`src/rtl/id_ex_if.sv`:
```
// Decode-to-execute stage bundle: S1 capture fields, S3 forward source, S2 ALU-facing outputs.
// The slave modport is the stage itself; the master modport is the surrounding pipeline.
interface id_ex_if #(
    parameter int DATA_W = 32,
    parameter int REG_AW = 5,
    parameter int IMM_W  = 16
);
    logic              S1_valid;
    logic [REG_AW-1:0] S1_ReadSelect1;
    logic [REG_AW-1:0] S1_ReadSelect2;
    logic [DATA_W-1:0] S1_ReadData1;
    logic [DATA_W-1:0] S1_ReadData2;
    logic [IMM_W-1:0]  S1_Imm;
    logic              S1_DataSource;
    logic [2:0]        S1_ALUOp;
    logic [REG_AW-1:0] S1_WriteSelect;
    logic              S1_WriteEnable;
    logic              stall;
    logic              flush;
    logic [REG_AW-1:0] S3_WriteSelect;
    logic              S3_WriteEnable;
    logic [DATA_W-1:0] S3_ALUOut;
    logic              S2_valid;
    logic [DATA_W-1:0] S2_ReadData1;
    logic [DATA_W-1:0] mux_out;
    logic [2:0]        S2_ALUOp;
    logic [REG_AW-1:0] S2_WriteSelect;
    logic              S2_WriteEnable;

    modport slave (
        input  S1_valid, S1_ReadSelect1, S1_ReadSelect2, S1_ReadData1, S1_ReadData2,
               S1_Imm, S1_DataSource, S1_ALUOp, S1_WriteSelect, S1_WriteEnable,
               stall, flush, S3_WriteSelect, S3_WriteEnable, S3_ALUOut,
        output S2_valid, S2_ReadData1, mux_out, S2_ALUOp, S2_WriteSelect, S2_WriteEnable
    );

    modport master (
        output S1_valid, S1_ReadSelect1, S1_ReadSelect2, S1_ReadData1, S1_ReadData2,
               S1_Imm, S1_DataSource, S1_ALUOp, S1_WriteSelect, S1_WriteEnable,
               stall, flush, S3_WriteSelect, S3_WriteEnable, S3_ALUOut,
        input  S2_valid, S2_ReadData1, mux_out, S2_ALUOp, S2_WriteSelect, S2_WriteEnable
    );
endinterface

```
`src/rtl/id_ex_stage.sv`:
```
// ID/EX pipeline register with operand-B resolution, stall and flush.
// Define ID_EX_FORWARD_EN to add distance-1 (output-side) and distance-2 (capture-side) S3 forwarding.
module id_ex_stage #(
    parameter int DATA_W = 32,
    parameter int REG_AW = 5,
    parameter int IMM_W  = 16
) (
    input  logic  clk,
    input  logic  rst_n,
    id_ex_if.slave bus
);
    localparam logic [2:0] ALUOP_BUBBLE = 3'b010;

    logic              valid_q, valid_d;
    logic [DATA_W-1:0] a_q, a_d;
    logic [DATA_W-1:0] b_q, b_d;
    logic [REG_AW-1:0] rs1_q, rs1_d;
    logic [REG_AW-1:0] rs2_q, rs2_d;
    logic              bimm_q, bimm_d;
    logic [2:0]        op_q, op_d;
    logic [REG_AW-1:0] ws_q, ws_d;
    logic              we_q, we_d;

    logic [DATA_W-1:0] imm_ext;
    logic [DATA_W-1:0] a_out, b_out;
    logic [DATA_W-1:0] a_cap, b_cap;

    assign imm_ext = {{(DATA_W-IMM_W){bus.S1_Imm[IMM_W-1]}}, bus.S1_Imm};

`ifdef ID_EX_FORWARD_EN
    logic s3_live;
    logic fwd_a_out, fwd_b_out, fwd_a_cap, fwd_b_cap;

    // r0 writes never match; B taken from the immediate is never forwarded.
    assign s3_live   = bus.S3_WriteEnable && (bus.S3_WriteSelect != '0);
    assign fwd_a_out = valid_q && s3_live && (bus.S3_WriteSelect == rs1_q);
    assign fwd_b_out = valid_q && !bimm_q && s3_live && (bus.S3_WriteSelect == rs2_q);
    assign fwd_a_cap = s3_live && (bus.S3_WriteSelect == bus.S1_ReadSelect1);
    assign fwd_b_cap = s3_live && (bus.S3_WriteSelect == bus.S1_ReadSelect2);

    assign a_out = fwd_a_out ? bus.S3_ALUOut : a_q;
    assign b_out = fwd_b_out ? bus.S3_ALUOut : b_q;
    assign a_cap = fwd_a_cap ? bus.S3_ALUOut : bus.S1_ReadData1;
    assign b_cap = fwd_b_cap ? bus.S3_ALUOut : bus.S1_ReadData2;
`else
    logic unused_fwd;

    assign unused_fwd = ^{bus.S3_WriteSelect, bus.S3_WriteEnable, bus.S3_ALUOut,
                          rs1_q, rs2_q, bimm_q};
    assign a_out = a_q;
    assign b_out = b_q;
    assign a_cap = bus.S1_ReadData1;
    assign b_cap = bus.S1_ReadData2;
`endif

    always_comb begin
        valid_d = valid_q;
        a_d     = a_q;
        b_d     = b_q;
        rs1_d   = rs1_q;
        rs2_d   = rs2_q;
        bimm_d  = bimm_q;
        op_d    = op_q;
        ws_d    = ws_q;
        we_d    = we_q;
        if (bus.flush) begin
            valid_d = 1'b0;
            a_d     = '0;
            b_d     = '0;
            rs1_d   = '0;
            rs2_d   = '0;
            bimm_d  = 1'b0;
            op_d    = ALUOP_BUBBLE;
            ws_d    = '0;
            we_d    = 1'b0;
        end else if (bus.stall) begin
            // Reloading the presented value keeps a forwarded operand after S3 retires.
            a_d = a_out;
            b_d = b_out;
        end else begin
            valid_d = bus.S1_valid;
            a_d     = a_cap;
            b_d     = bus.S1_DataSource ? imm_ext : b_cap;
            rs1_d   = bus.S1_ReadSelect1;
            rs2_d   = bus.S1_ReadSelect2;
            bimm_d  = bus.S1_DataSource;
            op_d    = bus.S1_ALUOp;
            ws_d    = bus.S1_WriteSelect;
            we_d    = bus.S1_WriteEnable;
        end
    end

    always_ff @(posedge clk or negedge rst_n) begin
        if (!rst_n) begin
            valid_q <= 1'b0;
            a_q     <= '0;
            b_q     <= '0;
            rs1_q   <= '0;
            rs2_q   <= '0;
            bimm_q  <= 1'b0;
            op_q    <= ALUOP_BUBBLE;
            ws_q    <= '0;
            we_q    <= 1'b0;
        end else begin
            valid_q <= valid_d;
            a_q     <= a_d;
            b_q     <= b_d;
            rs1_q   <= rs1_d;
            rs2_q   <= rs2_d;
            bimm_q  <= bimm_d;
            op_q    <= op_d;
            ws_q    <= ws_d;
            we_q    <= we_d;
        end
    end

    assign bus.S2_valid       = valid_q;
    assign bus.S2_ReadData1   = a_out;
    assign bus.mux_out        = b_out;
    assign bus.S2_ALUOp       = op_q;
    assign bus.S2_WriteSelect = ws_q;
    assign bus.S2_WriteEnable = valid_q & we_q;
endmodule
```
`src/flat_wrapper.sv`:
```
// flat-port wrapper written by rule: the top's interface ports become plain ports
module id_ex_stage_flat 
#(
    parameter int DATA_W = 32,
    parameter int REG_AW = 5,
    parameter int IMM_W  = 16
)
  (clk, rst_n, bus_S1_valid, bus_S1_ReadSelect1, bus_S1_ReadSelect2, bus_S1_ReadData1, bus_S1_ReadData2, bus_S1_Imm, bus_S1_DataSource, bus_S1_ALUOp, bus_S1_WriteSelect, bus_S1_WriteEnable, bus_stall, bus_flush, bus_S3_WriteSelect, bus_S3_WriteEnable, bus_S3_ALUOut, bus_S2_valid, bus_S2_ReadData1, bus_mux_out, bus_S2_ALUOp, bus_S2_WriteSelect, bus_S2_WriteEnable);
  id_ex_if #(.DATA_W(DATA_W), .REG_AW(REG_AW), .IMM_W(IMM_W)) bus_i ();
  input  logic clk;
  input  logic rst_n;
  input wire logic [$bits(bus_i.S1_valid)-1:0] bus_S1_valid;
  input wire logic [$bits(bus_i.S1_ReadSelect1)-1:0] bus_S1_ReadSelect1;
  input wire logic [$bits(bus_i.S1_ReadSelect2)-1:0] bus_S1_ReadSelect2;
  input wire logic [$bits(bus_i.S1_ReadData1)-1:0] bus_S1_ReadData1;
  input wire logic [$bits(bus_i.S1_ReadData2)-1:0] bus_S1_ReadData2;
  input wire logic [$bits(bus_i.S1_Imm)-1:0] bus_S1_Imm;
  input wire logic [$bits(bus_i.S1_DataSource)-1:0] bus_S1_DataSource;
  input wire logic [$bits(bus_i.S1_ALUOp)-1:0] bus_S1_ALUOp;
  input wire logic [$bits(bus_i.S1_WriteSelect)-1:0] bus_S1_WriteSelect;
  input wire logic [$bits(bus_i.S1_WriteEnable)-1:0] bus_S1_WriteEnable;
  input wire logic [$bits(bus_i.stall)-1:0] bus_stall;
  input wire logic [$bits(bus_i.flush)-1:0] bus_flush;
  input wire logic [$bits(bus_i.S3_WriteSelect)-1:0] bus_S3_WriteSelect;
  input wire logic [$bits(bus_i.S3_WriteEnable)-1:0] bus_S3_WriteEnable;
  input wire logic [$bits(bus_i.S3_ALUOut)-1:0] bus_S3_ALUOut;
  output wire logic [$bits(bus_i.S2_valid)-1:0] bus_S2_valid;
  output wire logic [$bits(bus_i.S2_ReadData1)-1:0] bus_S2_ReadData1;
  output wire logic [$bits(bus_i.mux_out)-1:0] bus_mux_out;
  output wire logic [$bits(bus_i.S2_ALUOp)-1:0] bus_S2_ALUOp;
  output wire logic [$bits(bus_i.S2_WriteSelect)-1:0] bus_S2_WriteSelect;
  output wire logic [$bits(bus_i.S2_WriteEnable)-1:0] bus_S2_WriteEnable;
  assign bus_i.S1_valid = bus_S1_valid;
  assign bus_i.S1_ReadSelect1 = bus_S1_ReadSelect1;
  assign bus_i.S1_ReadSelect2 = bus_S1_ReadSelect2;
  assign bus_i.S1_ReadData1 = bus_S1_ReadData1;
  assign bus_i.S1_ReadData2 = bus_S1_ReadData2;
  assign bus_i.S1_Imm = bus_S1_Imm;
  assign bus_i.S1_DataSource = bus_S1_DataSource;
  assign bus_i.S1_ALUOp = bus_S1_ALUOp;
  assign bus_i.S1_WriteSelect = bus_S1_WriteSelect;
  assign bus_i.S1_WriteEnable = bus_S1_WriteEnable;
  assign bus_i.stall = bus_stall;
  assign bus_i.flush = bus_flush;
  assign bus_i.S3_WriteSelect = bus_S3_WriteSelect;
  assign bus_i.S3_WriteEnable = bus_S3_WriteEnable;
  assign bus_i.S3_ALUOut = bus_S3_ALUOut;
  assign bus_S2_valid = bus_i.S2_valid;
  assign bus_S2_ReadData1 = bus_i.S2_ReadData1;
  assign bus_mux_out = bus_i.mux_out;
  assign bus_S2_ALUOp = bus_i.S2_ALUOp;
  assign bus_S2_WriteSelect = bus_i.S2_WriteSelect;
  assign bus_S2_WriteEnable = bus_i.S2_WriteEnable;
  id_ex_stage #(.DATA_W(DATA_W), .REG_AW(REG_AW), .IMM_W(IMM_W)) u_core (.clk(clk), .rst_n(rst_n), .bus(bus_i));
endmodule
```
`config.mk`:
```
export PLATFORM = sky130hd
export DESIGN_NAME = id_ex_stage_flat
export DESIGN_NICKNAME = d
export VERILOG_FILES = /design/src/rtl/id_ex_if.sv /design/src/rtl/id_ex_stage.sv /design/src/flat_wrapper.sv
export SDC_FILE = /design/constraint.sdc
export NUM_CORES = 1
export LEC_CHECK = 0
export ABC_AREA = 1
export CAP_MARGIN = 20
export CORE_UTILIZATION = 38
export DETAILED_ROUTE_END_ITERATION = 7
export PLACE_DENSITY = 0.91
export SYNTH_ARGS = -nofsm -noshare
export SYNTH_HDL_FRONTEND = slang
export SYNTH_SLANG_ARGS = --single-unit
```
`constraint.sdc`:
```
create_clock -name clk -period 2.4 [get_ports clk]
set_clock_uncertainty 0.15 [all_clocks]
set_input_delay 0.72 -clock clk [delete_from_list [all_inputs] [get_ports clk]]
set_output_delay 0.72 -clock clk [all_outputs]
set_load 0.01 [all_outputs]
```
=== Word-level counts from Yosys, hierarchy flattened ===
Index checks and enable logic that the tools add are counted.

* Equality and inequality tests: 1
* Muxes and demuxes: 13
* Bitwise operators: 1

{| class="wikitable"
|+ Operator list
! kind !! number
|-
| two-way mux 32 bit || 5
|-
| two-way mux 5 bit || 2
|-
| two-way mux 3 bit || 2
|-
| two-way mux 1 bit || 4
|-
| != test 2 x 1 -> 1 bit (second input constant) || 1
|-
| bitwise AND 1 bit || 1
|}

* Register bits after elaboration: 74
* Bits of input ports: 143
* Output and inout bits: 74
* Word-level logic and storage cells: 21

=== Logic depth before layout (Yosys ltp) ===
Gate-level depths: netlist of run 1.

* Word-level depth: 3
* Gate-level depth with buffers: 7
* Mapped depth without buffers: 5

=== Least setup slack after synthesis of run 1 ===
OpenSTA, ideal clock, no wires.

* Path kind: in2reg
* From: input port bus_S1_DataSource
* To: register u_core.b_q[22], in the netlist u_core.bus.mux_out[22]
* Data arrival time: 1.315 ns
* Path slack: 0.818 ns
* Stages: 6
* Path buffers: 2
* Cell sequence: buf_2 > nand2_2 > buf_2 > nand2_1 > nand2_1 > nand2_1

* Cells in the longest elaborated chain, start to end: 3

{| class="wikitable"
|+ Ends and longest elaborated chain
! element !! RTL line !! source
|-
| start: declaration || flat_wrapper.sv:18 || <nowiki>input wire logic [$bits(bus_i.S1_DataSource)-1:0] bus_S1_DataSource;</nowiki>
|-
| two-way mux 32 bit || id_ex_stage.sv:83 || <nowiki>b_d = bus.S1_DataSource ? imm_ext : b_cap;</nowiki>
|-
| two-way mux 32 bit || id_ex_stage.sv:76 || <nowiki>end else if (bus.stall) begin</nowiki>
|-
| two-way mux 32 bit || id_ex_stage.sv:66 || <nowiki>if (bus.flush) begin</nowiki>
|-
| end signal: assignment || id_ex_stage.sv:97 || <nowiki>b_q <= '0;</nowiki>
|-
| end signal: assignment || id_ex_stage.sv:107 || <nowiki>b_q <= b_d;</nowiki>
|-
| end: declaration || id_ex_stage.sv:16 || <nowiki>logic [DATA_W-1:0] b_q, b_d;</nowiki>
|}

Every way passes these cells. The select of a mux whose other input is x is not followed.
A chain may end at the register's enable or synchronous reset.

=== Worst setup path after layout of run 1 ===
* From: register u_core.op_q[1], in the netlist u_core.bus.S2_ALUOp[1]
* To: output port bus_S2_ALUOp[1]

{| class="wikitable"
|+ RTL lines
! element !! RTL line !! source
|-
| start: declaration || id_ex_stage.sv:20 || <nowiki>logic [2:0] op_q, op_d;</nowiki>
|-
| start signal: assignment || id_ex_stage.sv:111 || <nowiki>op_q <= op_d;</nowiki>
|-
| end: declaration || flat_wrapper.sv:30 || <nowiki>output wire logic [$bits(bus_i.S2_ALUOp)-1:0] bus_S2_ALUOp;</nowiki>
|}

No word-level cell between the ends.

==> summary.txt, run 1 <==
Worst setup path
  • Slowest Stage Delay on Critical Path: 540 ps
  • Setup crit end kind: primary output
  • Arrival time of data at the critical path endpoint: 1400 ps
  • List of cells traversed by the critical path: clkdlybuf4s50_1
  • Crit Path Max Fanout: 2
  • Worst path required time: 1530 ps
  • Worst path buffer plus inverter count: 1
  • Category of the critical setup timing path: flop to primary output
  • Largest delay contributor family on the critical path: buffers and inverters
  • Critical path startpoint category: flop
  • Crit path max-delay cell type: clkdlybuf4s50_1

Yosys
  • Synthesized area: 3140 sq um
  • Proportion of synthesized chip area in sequential cells: 0.589
  • Net count after synthesis: 545
  • Library cells used by synthesis: 11
  • Post-Synthesis Mean Instance Area: 7.82 sq um
  • FF+latch count, synth: 74
  • Gate count of the mapped netlist: 402
  • Number of warning messages in the yosys log: 0

Cells and area
  • Non-filler cells, final: 676
  • Area used by multi-input combinational logic: 1160 sq um
  • Finished Cell Area: 5240 sq um
  • Layout cells sized above 1: 0.0523
  • Area of all sequential standard cells: 1850 sq um
  • Net count, final: 712
  • Antenna Diode Count: 0
  • Area added between synthesis and finish: 66.7%
  • FILL cells: 625

Routing
  • Detailed Route Iter0 Violations: 115
  • Remaining design rule violation count: 0
  • Final Routed Wirelength: 8800 um
  • Avg Vias per Cell: 4.58
  • Total iterations of the first detailed-routing run: 4
  • Post-route antenna net violation count: 0
  • Vias: 3,096
  • Drt wl/cell: 13.0 um

STA
  • RSZ-0062 raised after global routing: no
  • Final worst path period share: 0.947
  • Count of final max-slew check failures: 0
  • Fmax: 0.440 GHz
  • # setup viols final: 0
  • Post-layout worst setup margin: 127 ps
  • Measured slew at the worst slew-check pin: 433 ps
  • Accumulated negative setup slack: 0 ps
  • Rel. slew slack: 0.711
  • Shortest clock period the worst path allows after layout: 2270 ps
  • Final hold violation count: 0

Global routing
  • Via count of the first global-routing pass: 3,149
  • GR Util All Layers: 0.212
  • Wire length of the first global-routing pass: 14,200 um
  • Global route total overflow: 0
  • Antenna violations before repair: 0
  • Pin count of the biggest net entering global routing: 39

Run
  • Maxcap violations: 0

Pwr
  • Pwr/cell area: 616 nW/um^2
  • Final Total Pwr: 3.23 mW
  • Switching power as a share of total power: 0.220
  • Combinational share of power: 0.170
  • Clock network fraction of total power: 0.409
  • Max rail drop VDD: 0.000278 V
  • Int Power: 2.52 mW
  • Power share of the sequential group: 0.421
  • Net switching power: 0.711 mW
  • Lkg Pwr: 2.70 nW

Clocking
  • Clock sinks: 74
  • Worst-Skew Late Latency: 330 ps
  • CTS Buf Count: 9
  • Maximum number of buffers from clock root to sink: 2
  • Clk pin slew, worst setup/hold paths: 80 ps
  • Number of H-tree branching levels: 3
  • Clock root buffer: clkbuf_8
  • Buffers inserted during post-CTS setup optimization: 0
  • Cts repair resizes: 0
  • CTS tree: yes
  • CTS Hold Bufs: 0

Placement
  • Placed wire-length estimate: 6440 um
  • RD Place Congestion: 0.727
  • Count of placed standard cells including taps: 660
  • Instance area after placement: 4960 sq um
  • Number of buffer cells added on primary ports: 168
  • Setup Slack @ Placement: 145 ps

Floorplan
  • Placeable core region: 7850 sq um
  • Width of the die: 93.0 um
  • Core Rows: 32
  • Starting utilization of the core area: 0.401
  • Number of primary I/O pins: 217
  • Die Footprint: 8640 sq um
  • Die Height: 93.0 um

Outcome
  • Outcome: complete, no violations

Min path
  • Worst hold path class: input port to asynchronous set/reset pin
## registers in the layout, summed over array words and instances, names as in the netlist
register,count
u_core.bus.S2_WriteSelect,5
u_core.bus.S2_ALUOp,3
u_core.bus.S2_valid,1
u_core.bus.S2_ReadData1,32
u_core.we_q,1
u_core.bus.mux_out,32
## cell type report
class,count,area share
clock buffers,12,0.0315
clock inverters,4,0.0229
inverters,3,0.00215
multi-input cells,305,0.222
flip-flops and latches,74,0.353
well taps,102,0.0243
repair buffers,176,0.344
## worst paths after layout
check | depth (start not counted) | slack, ps | from | endpoint
setup reg to reg | 2 | 1540 | u_core.bus.S2_ALUOp[1] | u_core.bus.S2_ALUOp[1]
max in group asynchronous | 2 | 1400 | rst_n | u_core.bus.mux_out[24]
setup / recovery | 1 | 130 | u_core.bus.S2_ALUOp[1] | bus_S2_ALUOp[1]
hold / removal | 1 | 170 | rst_n | u_core.bus.S2_ReadData1[28]
min in group clk | 2 | 320 | u_core.bus.S2_ReadData1[13] | u_core.bus.S2_ReadData1[13]
hold reg to reg | 2 | 320 | u_core.bus.S2_ReadData1[13] | u_core.bus.S2_ReadData1[13]
## routing by layer
metal / wire (um) / GRT usage
met4: 196 / 0.0859
met2: 4420 / 0.378
met1: 3460 / 0.236
met5: 0 / 0
met3: 726 / 0.0616
## power by group through the flow
stage / combinational [mW] / sequential (mW) / clock, mW
after global routing: 0.599 / 1.37 / 1.40
after floorplan: 0.143 / 1.41 / 0
after detailed placement: 0.552 / 1.38 / 0
final: 0.548 / 1.36 / 1.32
after global placement: 0.539 / 1.38 / 0
after CTS: 0.555 / 1.36 / 1.35
## synth_stat cells (all sizes together)
cell,count,area (sq um)
nor2,2,22.5
buf,19,113
a21oi,1,5.00
dfstp,1,26.3
clkbuf,1,3.75
nand2,302,1140
dfrtp,73,1830
inv,3,11.3
## cells by family (layout without fill, tap and decap cells)
kind of cell | count (synthesis) | after routing | share of synthesized area
compound gates | 1 | 1 | 0.00159
flops | 74 | 74 | 0.589
buf+inv | 23 | 195 | 0.0406
simple gates | 304 | 304 | 0.368
## cells in the final DEF (no fill, tap or decap)
cell type / count
bufinv_16: 4
clkdlybuf4s50_1: 167
dfstp_2: 1
buf_4: 4
a21oi_1: 1
buf_12: 5
clkbuf_8: 12
dfrtp_1: 73
nand2_2: 1
inv_1: 2
nor2_4: 2
nand2_1: 301
inv_2: 1
## stage by stage
stage                     hold WS [ps]   util
after floorplan                    274      -
after global placement             303  0.632
after detailed placement           308  0.632
after CTS                          173  0.668
after global routing               196  0.668
final                              169  0.668
## worst register-to-register path: stages, from the launching register on
cell,delay [ps]
dfstp_2,530
a21oi_1,60
nand2_1,70
Note: power is estimated with default switching activity, not from simulation.
==> run 2: changes to the inputs <==
--- a/config.mk
+++ b/config.mk
@@ -10,4 +10,5 @@
 export CORE_UTILIZATION = 38
 export DETAILED_ROUTE_END_ITERATION = 7
+export GPL_ROUTABILITY_DRIVEN = 0
 export PLACE_DENSITY = 0.91
 export SYNTH_ARGS = -nofsm -noshare
==> constraint.sdc (replaced) <==
create_clock -name clk -period 2.4 [get_ports clk]
set_clock_uncertainty 0.15 [all_clocks]
set_input_delay 0.36 -clock clk [delete_from_list [all_inputs] [get_ports clk]]
set_output_delay 0.36 -clock clk [all_outputs]
set_load 0.01 [all_outputs]
==> run 2 against run 1 <==
Effect of this change: die area unchanged; first-iteration DRC count down 2.6%; setup slack better by 350 ps; the flow now finishes with violations (negative hold slack); design area down 2.8%; register-to-register slack about the same.
==> summary.txt, run 2 (synthesis gave the netlist of run 1 again) <==
Routing
  • Post-route antenna net violation count: 0 (unchanged)
  • Remaining design rule violation count: 0 (unchanged)
  • Avg Vias per Cell: 4.52 (-1.3%)
  • Final Routed Wirelength: 8290 um (-5.8%)
  • Detailed Route Iter0 Violations: 112 (-2.6%)
  • Drt wl/cell: 12.3 um (-5.2%)
  • Vias: 3,038 (-1.9%)
  • Total iterations of the first detailed-routing run: 4 (unchanged)

Placement
  • Count of placed standard cells including taps: 656 (-0.61%)
  • Number of buffer cells added on primary ports: 168 (unchanged)
  • Instance area after placement: 4880 sq um (-1.6%)
  • Placed wire-length estimate: 5830 um (-9.5%)

STA
  • Rel. slew slack: 0.388 (-0.324)
  • # setup viols final: 0 (unchanged)
  • Accumulated negative setup slack: 0 ps (unchanged)
  • Final worst path period share: 0.801 (-0.146)
  • RSZ-0062 raised after global routing: no
  • Count of final max-slew check failures: 0 (unchanged)
  • Hold Worst Slack: -16.5 ps (-185 ps)
  • Fmax: 0.520 GHz (+18%)
  • Final hold violation count: 8 (+8)
  • Measured slew at the worst slew-check pin: 919 ps (+486 ps)
  • Shortest clock period the worst path allows after layout: 1920 ps (-351 ps)

Pwr
  • Max rail drop VDD: 0.000292 V (+5.0%)
  • Int Power: 2.23 mW (-11%)
  • Pwr/cell area: 577 nW/um^2 (-6.3%)
  • Switching power as a share of total power: 0.240 (+0.0202)
  • Combinational share of power: 0.180 (+0.010)
  • Clock network fraction of total power: 0.358 (-0.051)
  • Power share of the sequential group: 0.462 (+0.041)
  • Lkg Pwr: 2.63 nW (-2.5%)
  • Net switching power: 0.707 mW (-0.57%)
  • Final Total Pwr: 2.94 mW (-8.9%)

Worst setup path
  • Setup crit end kind: primary output
  • Worst path buffer plus inverter count: 1 (unchanged)
  • Crit Path Max Fanout: 2 (unchanged)
  • Crit path max-delay cell type: clkdlybuf4s50_1
  • Arrival time of data at the critical path endpoint: 1410 ps (about the same)
  • Critical path startpoint category: flop
  • Largest delay contributor family on the critical path: buffers and inverters
  • Category of the critical setup timing path: flop to primary output
  • Worst path required time: 1890 ps (+360 ps)
  • Slowest Stage Delay on Critical Path: 550 ps (about the same)
  • List of cells traversed by the critical path: clkdlybuf4s50_1

Global routing
  • Pin count of the biggest net entering global routing: 75 (+92%)
  • GR Util All Layers: 0.201 (-0.0110)
  • Global route total overflow: 0 (unchanged)
  • Antenna violations before repair: 0 (unchanged)
  • Wire length of the first global-routing pass: 13,700 um (-3.7%)
  • Via count of the first global-routing pass: 3,012 (-4.4%)

Cells and area
  • Most used cells in the layout excluding fill and tap cells: nand2_1, clkdlybuf4s50_1, dfrtp_1, clkbuf_8, buf_4
  • Layout cells sized above 1: 0.0439 (-0.00841)
  • Most frequent standard cell in the layout excluding fill and tap cells: nand2_1
  • Non-filler cells, final: 672 (-0.59%)
  • Net count, final: 708 (-0.56%)
  • Antenna Diode Count: 0 (unchanged)
  • Area added between synthesis and finish: 62.1%
  • Finished Cell Area: 5100 sq um (-2.8%)

Clocking
  • Clock sinks: 74 (unchanged)
  • Worst-Skew Late Latency: 330 ps (about the same)
  • Maximum number of buffers from clock root to sink: 2 (unchanged)
  • CTS Hold Bufs: 0 (unchanged)
  • Number of H-tree branching levels: 3 (unchanged)
  • CTS tree: yes
  • CTS Buf Count: 9 (unchanged)
  • Clk pin slew, worst setup/hold paths: 80 ps (about the same)
  • Clock root buffer: clkbuf_8
  • Buffers inserted during post-CTS setup optimization: 0 (unchanged)
  • Cts repair resizes: 0 (unchanged)

Floorplan
  • Core Rows: 32 (unchanged)
  • Die Height: 93.0 um (unchanged)
  • Placeable core region: 7850 sq um (unchanged)
  • Width of the die: 93.0 um (unchanged)
  • Number of primary I/O pins: 217 (unchanged)
  • Starting utilization of the core area: 0.401 (unchanged)
  • Die Footprint: 8640 sq um (unchanged)

Min path
  • Worst hold path class: input port to asynchronous set/reset pin

Outcome
  • Violations in the final reports: negative hold slack
  • Outcome: finished, violations left

Run
  • Maxcap violations: 0 (unchanged)
[run 2: layout make-up]
type	instances	area, sq um
inverters	3	11.3
clock buffers	11	141
repair buffers	172	1720
fillers	618	2750
multi-input cells	305	1160
clock inverters	5	77.6
flip-flops and latches	74	1850
well taps	102	128
[run 2: metal layers]
metal,GRT usage,share of wire,vias up
met5,0,0,-
met4,0.0654,0.016,0
met3,0.0640,0.089,16
met2,0.346,0.48,128
met1,0.237,0.41,1372
li1,-,-,1522
[run 2: path summary, 6_finish.rpt]
path,startpoint,end,slack (ps),cells after the start
worst max-delay path,u_core.bus.S2_ALUOp[1],bus_S2_ALUOp[1],480,1
min in group clk,u_core.bus.S2_ReadData1[8],u_core.bus.S2_ReadData1[8],320,2
worst min-delay path,rst_n,u_core.bus.S2_WriteSelect[0],-20,1
worst min register to register,u_core.bus.S2_ReadData1[8],u_core.bus.S2_ReadData1[8],320,2
worst max register to register,u_core.bus.S2_ALUOp[1],u_core.bus.S2_ALUOp[1],1540,2
max in group asynchronous,rst_n,u_core.bus.mux_out[14],1480,1
[run 2: through the flow]
stage / setup WS, ps / hold WS (ps) / utilization
global placement: 419 / 302 / 0.621
finish: 479 / -16.5 / 0.649
floorplan: 1180 / -85.6 / -
detailed placement: 388 / 309 / 0.621
CTS: 448 / 39.3 / 0.649
global route: 436 / 89.1 / 0.649
[run 2: power by group through the flow]
stage	registers [mW]	clock network (mW)	logic, mW
2_1_floorplan	1.41	0	0.143
3_3_place_gp	1.38	0	0.523
3_5_place_dp	1.38	0	0.534
4_1_cts	1.36	1.08	0.536
5_1_grt	1.37	1.13	0.581
6_report	1.36	1.05	0.529
